`config.mk`:
```
export PLATFORM = sky130hd
export DESIGN_NAME = bram_wave_reader
export DESIGN_NICKNAME = d
export VERILOG_FILES = /design/src/rtl/bram_wave_pkg.sv /design/src/rtl/wave_sync_fifo.sv /design/src/rtl/wave_sync_fifo_chk.sv /design/src/rtl/bram_wave_reader.sv
export SDC_FILE = /design/constraint.sdc
export NUM_CORES = 1
export LEC_CHECK = 0
export ABC_CLOCK_PERIOD_IN_PS = 6400
export CAP_MARGIN = 20
export CORE_MARGIN = 4
export CORE_UTILIZATION = 53
export CTS_CLUSTER_SIZE = 20
export DETAILED_ROUTE_END_ITERATION = 10
export GPL_TIMING_DRIVEN = 0
export MAX_ROUTING_LAYER = met4
export PLACE_DENSITY = 0.77
export SKIP_LAST_GASP = 1
export SYNTH_ARGS = -nofsm -noshare
export SYNTH_HDL_FRONTEND = slang
export SYNTH_SLANG_ARGS = --single-unit
```
`constraint.sdc`:
```
create_clock -name clk -period 6.4 [get_ports clk]
set_input_delay 0.96 -clock clk [delete_from_list [all_inputs] [get_ports clk]]
set_output_delay 0.96 -clock clk [all_outputs]
set_load 0.1 [all_outputs]
```
`src/rtl/bram_wave_pkg.sv`:
```
// Shared definitions for the waveform BRAM read sequencer.
// Holds the sequencer state encoding, default bus widths and the
// sample record type that travels through the output buffer.
package bram_wave_pkg;

    localparam int ADDR_W_DEF = 8;
    localparam int DATA_W_DEF = 16;

    typedef enum logic [1:0] {
        ST_IDLE  = 2'd0,
        ST_RUN   = 2'd1,
        ST_DRAIN = 2'd2
    } wave_state_e;

    typedef struct packed {
        logic                  last;
        logic [DATA_W_DEF-1:0] data;
    } sample_rec_t;

endpackage

```
`src/rtl/wave_sync_fifo.sv`:
```
// First-word-fall-through synchronous FIFO.
// Ports: clk, rst (sync, active-high); push/push_data write side;
// pop/pop_data read side (pop_data shows the head entry, zero when empty);
// empty flag and count (current occupancy).
// DEPTH must be a power of two so the pointers wrap naturally.
module wave_sync_fifo #(
    parameter int DEPTH = 4,
    parameter int WIDTH = 17,
    parameter int CNT_W = $clog2(DEPTH) + 1
) (
    input  logic             clk,
    input  logic             rst,
    input  logic             push,
    input  logic [WIDTH-1:0] push_data,
    input  logic             pop,
    output logic [WIDTH-1:0] pop_data,
    output logic             empty,
    output logic [CNT_W-1:0] count
);

    localparam int PTR_W = $clog2(DEPTH);

    logic [WIDTH-1:0] mem_r [DEPTH];
    logic [PTR_W-1:0] wr_ptr_r;
    logic [PTR_W-1:0] rd_ptr_r;
    logic [CNT_W-1:0] count_r;
    logic             wr_s;
    logic             rd_s;

    // Qualify requests: pop only with data present, push only with room (or a same-cycle pop).
    always_comb begin
        rd_s = pop & (count_r != {CNT_W{1'b0}});
        wr_s = push & ((count_r != CNT_W'(DEPTH)) | rd_s);
    end

    // Storage array write; contents need no reset because reads are gated by empty.
    always_ff @(posedge clk) begin
        if (wr_s) begin
            mem_r[wr_ptr_r] <= push_data;
        end
    end

    // Pointer and occupancy bookkeeping.
    always_ff @(posedge clk) begin
        if (rst) begin
            wr_ptr_r <= {PTR_W{1'b0}};
            rd_ptr_r <= {PTR_W{1'b0}};
            count_r  <= {CNT_W{1'b0}};
        end else begin
            if (wr_s) begin
                wr_ptr_r <= wr_ptr_r + PTR_W'(1);
            end
            if (rd_s) begin
                rd_ptr_r <= rd_ptr_r + PTR_W'(1);
            end
            case ({wr_s, rd_s})
                2'b10:   count_r <= count_r + CNT_W'(1);
                2'b01:   count_r <= count_r - CNT_W'(1);
                default: count_r <= count_r;
            endcase
        end
    end

    // Head view; forced to zero when empty so stale entries never leak out.
    always_comb begin
        empty = (count_r == {CNT_W{1'b0}});
        count = count_r;
        if (empty) begin
            pop_data = {WIDTH{1'b0}};
        end else begin
            pop_data = mem_r[rd_ptr_r];
        end
    end

    wave_sync_fifo_chk #(
        .DEPTH (DEPTH),
        .CNT_W (CNT_W)
    ) u_chk (
        .clk   (clk),
        .rst   (rst),
        .push  (push),
        .pop   (rd_s),
        .count (count_r)
    );

endmodule

```
`src/rtl/wave_sync_fifo_chk.sv`:
```
// Property checker for wave_sync_fifo.
// Ports: clk/rst as the FIFO; push request, effective pop and the FIFO
// occupancy. Flags any push that would land on a full buffer.
module wave_sync_fifo_chk #(
    parameter int DEPTH = 4,
    parameter int CNT_W = 3
) (
    input logic             clk,
    input logic             rst,
    input logic             push,
    input logic             pop,
    input logic [CNT_W-1:0] count
);

    // Overflow watch: the upstream credit scheme must never push into a full buffer.
    always @(posedge clk) begin
        if (!rst) begin
            assert (!(push && !pop && (count == CNT_W'(DEPTH))));
        end
    end

endmodule

```
`src/rtl/bram_wave_reader.sv`:
```
// Read-side sequencer for a 256x16 waveform BRAM.
// Sweeps start_addr..end_addr (inclusive) by step, one-shot or looping,
// hides the two-edge RAM read latency and streams samples on a
// valid/ready port.
// Ports:
//   clk, rst             clock (also RAM RCLK), sync active-high reset
//   start, stop          sweep control pulses
//   loop_mode, start_addr, end_addr, step   sweep config, latched on start
//   raddr, read_en, rclke, rdata            RAM read port
//   sample_data/valid/ready/last            output stream
//   busy, cfg_err        status
module bram_wave_reader
    import bram_wave_pkg::*;
#(
    parameter int ADDR_W     = ADDR_W_DEF,
    parameter int DATA_W     = DATA_W_DEF,
    parameter int FIFO_DEPTH = 4
) (
    input  logic              clk,
    input  logic              rst,
    input  logic              start,
    input  logic              stop,
    input  logic              loop_mode,
    input  logic [ADDR_W-1:0] start_addr,
    input  logic [ADDR_W-1:0] end_addr,
    input  logic [ADDR_W-1:0] step,
    output logic [ADDR_W-1:0] raddr,
    output logic              read_en,
    output logic              rclke,
    input  logic [DATA_W-1:0] rdata,
    output logic [DATA_W-1:0] sample_data,
    output logic              sample_valid,
    input  logic              sample_ready,
    output logic              sample_last,
    output logic              busy,
    output logic              cfg_err
);

    // Occupancy width leaves headroom for FIFO_DEPTH plus two in-flight reads.
    localparam int CNT_W = $clog2(FIFO_DEPTH) + 1;
    localparam int REC_W = DATA_W + 1;

    wave_state_e       state_r;
    wave_state_e       state_s;
    logic [ADDR_W-1:0] addr_r;
    logic [ADDR_W-1:0] addr_s;
    logic [ADDR_W-1:0] cfg_start_r;
    logic [ADDR_W-1:0] cfg_end_r;
    logic [ADDR_W-1:0] cfg_step_r;
    logic              cfg_loop_r;
    logic [ADDR_W-1:0] raddr_r;
    logic [1:0]        pipe_v_r;
    logic [1:0]        pipe_last_r;
    logic              busy_r;
    logic              cfg_err_r;
    logic              cfg_err_s;
    logic              latch_s;
    logic              issue_s;
    logic              issue_last_s;
    logic              credit_ok_s;
    logic [ADDR_W:0]   nxt_s;
    logic [CNT_W-1:0]  used_s;
    logic [CNT_W-1:0]  fifo_count_s;
    logic              fifo_empty_s;
    logic              pop_s;
    logic [REC_W-1:0]  fifo_out_s;

    // Credit check: reads in flight plus buffered samples must leave a free slot.
    always_comb begin
        used_s      = CNT_W'(pipe_v_r[0]) + CNT_W'(pipe_v_r[1]) + fifo_count_s;
        credit_ok_s = (used_s < CNT_W'(FIFO_DEPTH));
        // One extra bit so a step past the top of the address space is still seen as overshoot.
        nxt_s       = {1'b0, addr_r} + {1'b0, cfg_step_r};
    end

    // Next-state, address generation and read issue.
    always_comb begin
        state_s      = state_r;
        addr_s       = addr_r;
        latch_s      = 1'b0;
        issue_s      = 1'b0;
        issue_last_s = 1'b0;
        cfg_err_s    = 1'b0;
        case (state_r)
            ST_IDLE: begin
                if (start && !stop) begin
                    if (start_addr <= end_addr) begin
                        state_s = ST_RUN;
                        latch_s = 1'b1;
                        addr_s  = start_addr;
                    end else begin
                        cfg_err_s = 1'b1;
                    end
                end else begin
                    state_s = ST_IDLE;
                end
            end
            ST_RUN: begin
                if (stop) begin
                    state_s = ST_DRAIN;
                end else if (credit_ok_s) begin
                    issue_s = 1'b1;
                    if (nxt_s > {1'b0, cfg_end_r}) begin
                        if (cfg_loop_r) begin
                            addr_s = cfg_start_r;
                        end else begin
                            issue_last_s = 1'b1;
                            state_s      = ST_DRAIN;
                        end
                    end else begin
                        addr_s = nxt_s[ADDR_W-1:0];
                    end
                end else begin
                    state_s = ST_RUN;
                end
            end
            ST_DRAIN: begin
                if ((pipe_v_r == 2'b00) && fifo_empty_s) begin
                    state_s = ST_IDLE;
                end else begin
                    state_s = ST_DRAIN;
                end
            end
            default: begin
                state_s = ST_IDLE;
            end
        endcase
    end

    // State, config latch, RAM port registers and in-flight tracking.
    always_ff @(posedge clk) begin
        if (rst) begin
            state_r     <= ST_IDLE;
            addr_r      <= {ADDR_W{1'b0}};
            cfg_start_r <= {ADDR_W{1'b0}};
            cfg_end_r   <= {ADDR_W{1'b0}};
            cfg_step_r  <= {{(ADDR_W-1){1'b0}}, 1'b1};
            cfg_loop_r  <= 1'b0;
            raddr_r     <= {ADDR_W{1'b0}};
            pipe_v_r    <= 2'b00;
            pipe_last_r <= 2'b00;
            busy_r      <= 1'b0;
            cfg_err_r   <= 1'b0;
        end else begin
            state_r <= state_s;
            addr_r  <= addr_s;
            if (latch_s) begin
                cfg_start_r <= start_addr;
                cfg_end_r   <= end_addr;
                cfg_loop_r  <= loop_mode;
                // A zero step would never advance; run it as a unit step.
                cfg_step_r  <= (step == {ADDR_W{1'b0}}) ? {{(ADDR_W-1){1'b0}}, 1'b1} : step;
            end
            if (issue_s) begin
                raddr_r <= addr_r;
            end
            // Stage 0 mirrors read_en; stage 1 marks rdata valid for the next edge's push.
            pipe_v_r    <= {pipe_v_r[0], issue_s};
            pipe_last_r <= {pipe_last_r[0], issue_last_s};
            busy_r      <= (state_s != ST_IDLE);
            cfg_err_r   <= cfg_err_s;
        end
    end

    assign pop_s = sample_valid & sample_ready;

    wave_sync_fifo #(
        .DEPTH (FIFO_DEPTH),
        .WIDTH (REC_W),
        .CNT_W (CNT_W)
    ) u_fifo (
        .clk       (clk),
        .rst       (rst),
        .push      (pipe_v_r[1]),
        .push_data ({pipe_last_r[1], rdata}),
        .pop       (pop_s),
        .pop_data  (fifo_out_s),
        .empty     (fifo_empty_s),
        .count     (fifo_count_s)
    );

    assign raddr        = raddr_r;
    assign read_en      = pipe_v_r[0];
    assign rclke        = busy_r;
    assign busy         = busy_r;
    assign cfg_err      = cfg_err_r;
    assign sample_valid = ~fifo_empty_s;
    assign sample_data  = fifo_out_s[DATA_W-1:0];
    assign sample_last  = fifo_out_s[DATA_W];

endmodule

```
==> impl_metrics.tcl <==
set metrics [dict create \
    tightest_slew_ps 1020 \
    hold_viol 0 \
    final_cells 739 \
    synth_top_area_frac 0.344 \
    fmax_mhz 230 \
    critPathRequiredTime_ps 5440 \
    via_count 4222 \
    cp.buffers_inverters 3 \
    dieHeight_um 114 \
    status "finished, final reports clean" \
    slew_violations 0 \
    antenna_found_initial 0 \
    max_cap_violations 0 \
    clock_sinks 126 \
    antennaDiodeCount 0 \
    syn-mean-instance-area_um2 12.1 \
    fin_crit_sh 0.680 \
    vias_per_cell 5.71 \
    syn-num-nets 570 \
    cp_common_cell "clkbuf_1" \
    yosysSeqAreaShare 0.539 \
    grt_pass1_wl_mm 22.3 \
    synth_warnings 0 \
    setup_viol 0 \
    die_w_um 114 \
    utilization 0.689 \
    ant_nets 0 \
    coreArea_mm2 0.0109 \
    cp_slowest_cell "clkdlybuf4s50_1" \
    p_per_area_mw_per_mm2 309 \
    synth_edf_count 68 \
    critical_path_depth 5 \
    clock-root-buffer "clkbuf_8" \
    synth-seq-cells 126 \
    gp_congestion 0.877 \
    die_area_mm2 0.0130 \
    slowest_delay_ps 1150 \
    cts_resized 0 \
    place_inst 707 \
    syn_to_final_growth_pct 26.2 \
    clkTransAtPathRegs_ps 60 \
    worst-r2r-cell-count 14 \
    rrSetupSlack_ps 2600 \
    syn-cell-area_mm2 0.00594 \
    htreeDepth 4 \
    first_global_vias 4461 \
    endpoint_kind "primary output" \
    total_leakage_power_nw 2.75 \
    nFillCells 816 \
    io_buffer_count 75 \
    drc 0 \
    final.setup.worst_slack_ps 2050 \
    syn_inst 492 \
    worstSkewPairLatency_ps 520 \
    dp_hpwl_mm 9.47 \
    min_delay_path_depth 1 \
    yosysUniqueCellTypes 65 \
    drtIter0Drc 245 \
    crit_chain "clkbuf_1 > clkbuf_1 > mux4_2 > and2_1 > clkdlybuf4s50_1" \
    async_flop_share 0 \
    layout-drive-gt1-share 0.119 \
    cts_setup_buffers 0 \
    crit_type "flop to primary output" \
    pre_cts_ws_ps 2580 \
    firstDrtPassIters 5 \
    regArea_mm2 0.00320 \
    crit_fanout 10 \
    clockBufferDepth 2 \
    cts_tree "yes" \
    arrival_ps 3390 \
    ios 76 \
    grt.total_usage 0.230 \
    rsz0062_at_grt "false" \
    period_needed_ps 4350 \
    hp-class "flop to flop" \
    ys.flop_type "edfxtp_1" \
    crit_family "buffers and inverters" \
    ctsHoldBuffers 0 \
    yosys.area.top_type "edfxtp_1" \
    start_kind "flop" \
    wirelength_mm 13.6 \
    fp-row-count 38 \
    wl_per_cell_um 18.3 \
    multi_input_area_mm2 0.00253 \
    setup_tns_ps 0 \
    fin_skew_ps 7.45 \
    initial_core_util 0.546 \
    synthTopCellsByArea "edfxtp_1 34%, dfxtp_1 20%, mux4_2 6.4%, ha_1 6.3%, mux2i_1 3.4%" \
    grt_overflow 0 \
    ir_drop_mv 0.154 \
    grt_max_degree 18 \
    slew_headroom 0.318 \
    layout.nets 664 \
    numCtsBuffers 17 \
]
-- final cells by class --
cell class              count  share of cell area
plain buffers              22              0.0155
clock buffers              17              0.0552
clock inverters            15              0.0290
inverters                  24              0.0120
multi-input cells         320               0.338
flip-flops and latches    126               0.427
well taps                 140              0.0234
repair buffers             75               0.100
-- metrics by stage --
| stage | power (W) | cell area, um^2 | hold slack (ps) |
|---|---|---|---|
| 4_1_cts | 0.00233 | 7500 | 456 |
| 3_5_place_dp | 0.00130 | 6870 | 448 |
| 6_report | 0.00232 | 7500 | 456 |
| 2_1_floorplan | 0.00118 | 5940 | 414 |
| 5_1_grt | 0.00241 | 7500 | 480 |
| 3_3_place_gp | 0.00129 | 6870 | 444 |
-- final timing paths --
path                    endpoint           start
setup / recovery  sample_data[9]            flop
hold / removal    pipe_last_r[1]  pipe_last_r[0]
setup reg to reg       addr_r[7]       addr_r[0]
hold reg to reg   pipe_last_r[1]  pipe_last_r[0]
-- cells in the final DEF, fill, tap and decap left out, types with 4 or more instances in the layout --
cell | netlist | final
clkdlybuf4s50_1 | 0 | 75
xor2_1 | 4 | 4
mux4_2 | 17 | 17
o32ai_1 | 4 | 4
nor2b_1 | 5 | 5
edfxtp_1 | 68 | 68
dfxtp_1 | 58 | 58
clkbuf_16 | 0 | 16
a211oi_1 | 5 | 5
and2_1 | 22 | 22
nor2_1 | 47 | 47
clkbuf_1 | 11 | 11
nand2b_1 | 4 | 4
a21o_1 | 8 | 8
bufinv_16 | 0 | 5
ha_1 | 30 | 30
mux2i_1 | 20 | 20
inv_1 | 24 | 24
nor3b_1 | 5 | 5
nand2_1 | 24 | 24
nor3_1 | 10 | 10
o21ai_0 | 10 | 10
a21oi_1 | 25 | 25
nand3_1 | 21 | 21
-- report_power, final --
part / switching, W / leakage (nW) / total (W) / internal (W)
Combinational: 0.000235 / 1.36 / 0.000395 / 0.000160
Sequential: 0.0000206 / 1.09 / 0.000897 / 0.000876
Clock: 0.000355 / 0.304 / 0.00103 / 0.000670
Total: 0.000611 / 2.75 / 0.00232 / 0.00171
-- registers in the layout, summed over array words and instances, names as in the netlist, 2 cells and up, named ones only --
signal	cells
pipe_v_r	2
u_fifo.rd_ptr_r	2
raddr	8
cfg_step_r	8
addr_r	8
pipe_last_r	2
cfg_start_r	8
u_fifo.mem_r	68
u_fifo.wr_ptr_r	2
cfg_end_r	8
u_fifo.count	3
state_r	2
-- layer usage --
metal | GRT usage | share of wire
met1 | 0.268 | 0.41
met2 | 0.388 | 0.52
met3 | 0.0541 | 0.047
met4 | 0.0839 | 0.025
met5 | - | 0
-- logic make-up (layout without fill, tap and decap cells) --
| group | count (synthesis) | in the layout | synth area share |
|---|---|---|---|
| adder cells (fa/ha/maj) | 32 | 32 | 0.0699 |
| multiplexers | 38 | 38 | 0.100 |
| AND/OR/NAND/NOR | 162 | 162 | 0.147 |
| AO/OA/AOI/OAI | 81 | 81 | 0.0989 |
| flip-flops | 126 | 126 | 0.539 |
| buffers and inverters | 46 | 153 | 0.0347 |
| XOR/XNOR | 7 | 7 | 0.0103 |
-- Yosys cell counts, types with 5 or more instances --
master,instances
edfxtp_1,68
dfxtp_1,58
nor2_1,47
ha_1,30
a21oi_1,25
inv_1,24
nand2_1,24
and2_1,22
nand3_1,21
mux2i_1,20
mux4_2,17
clkbuf_1,11
nor3_1,10
o21ai_0,10
a21o_1,8
a211oi_1,5
nor2b_1,5
nor3b_1,5
Note: power is estimated with default switching activity, not from simulation.
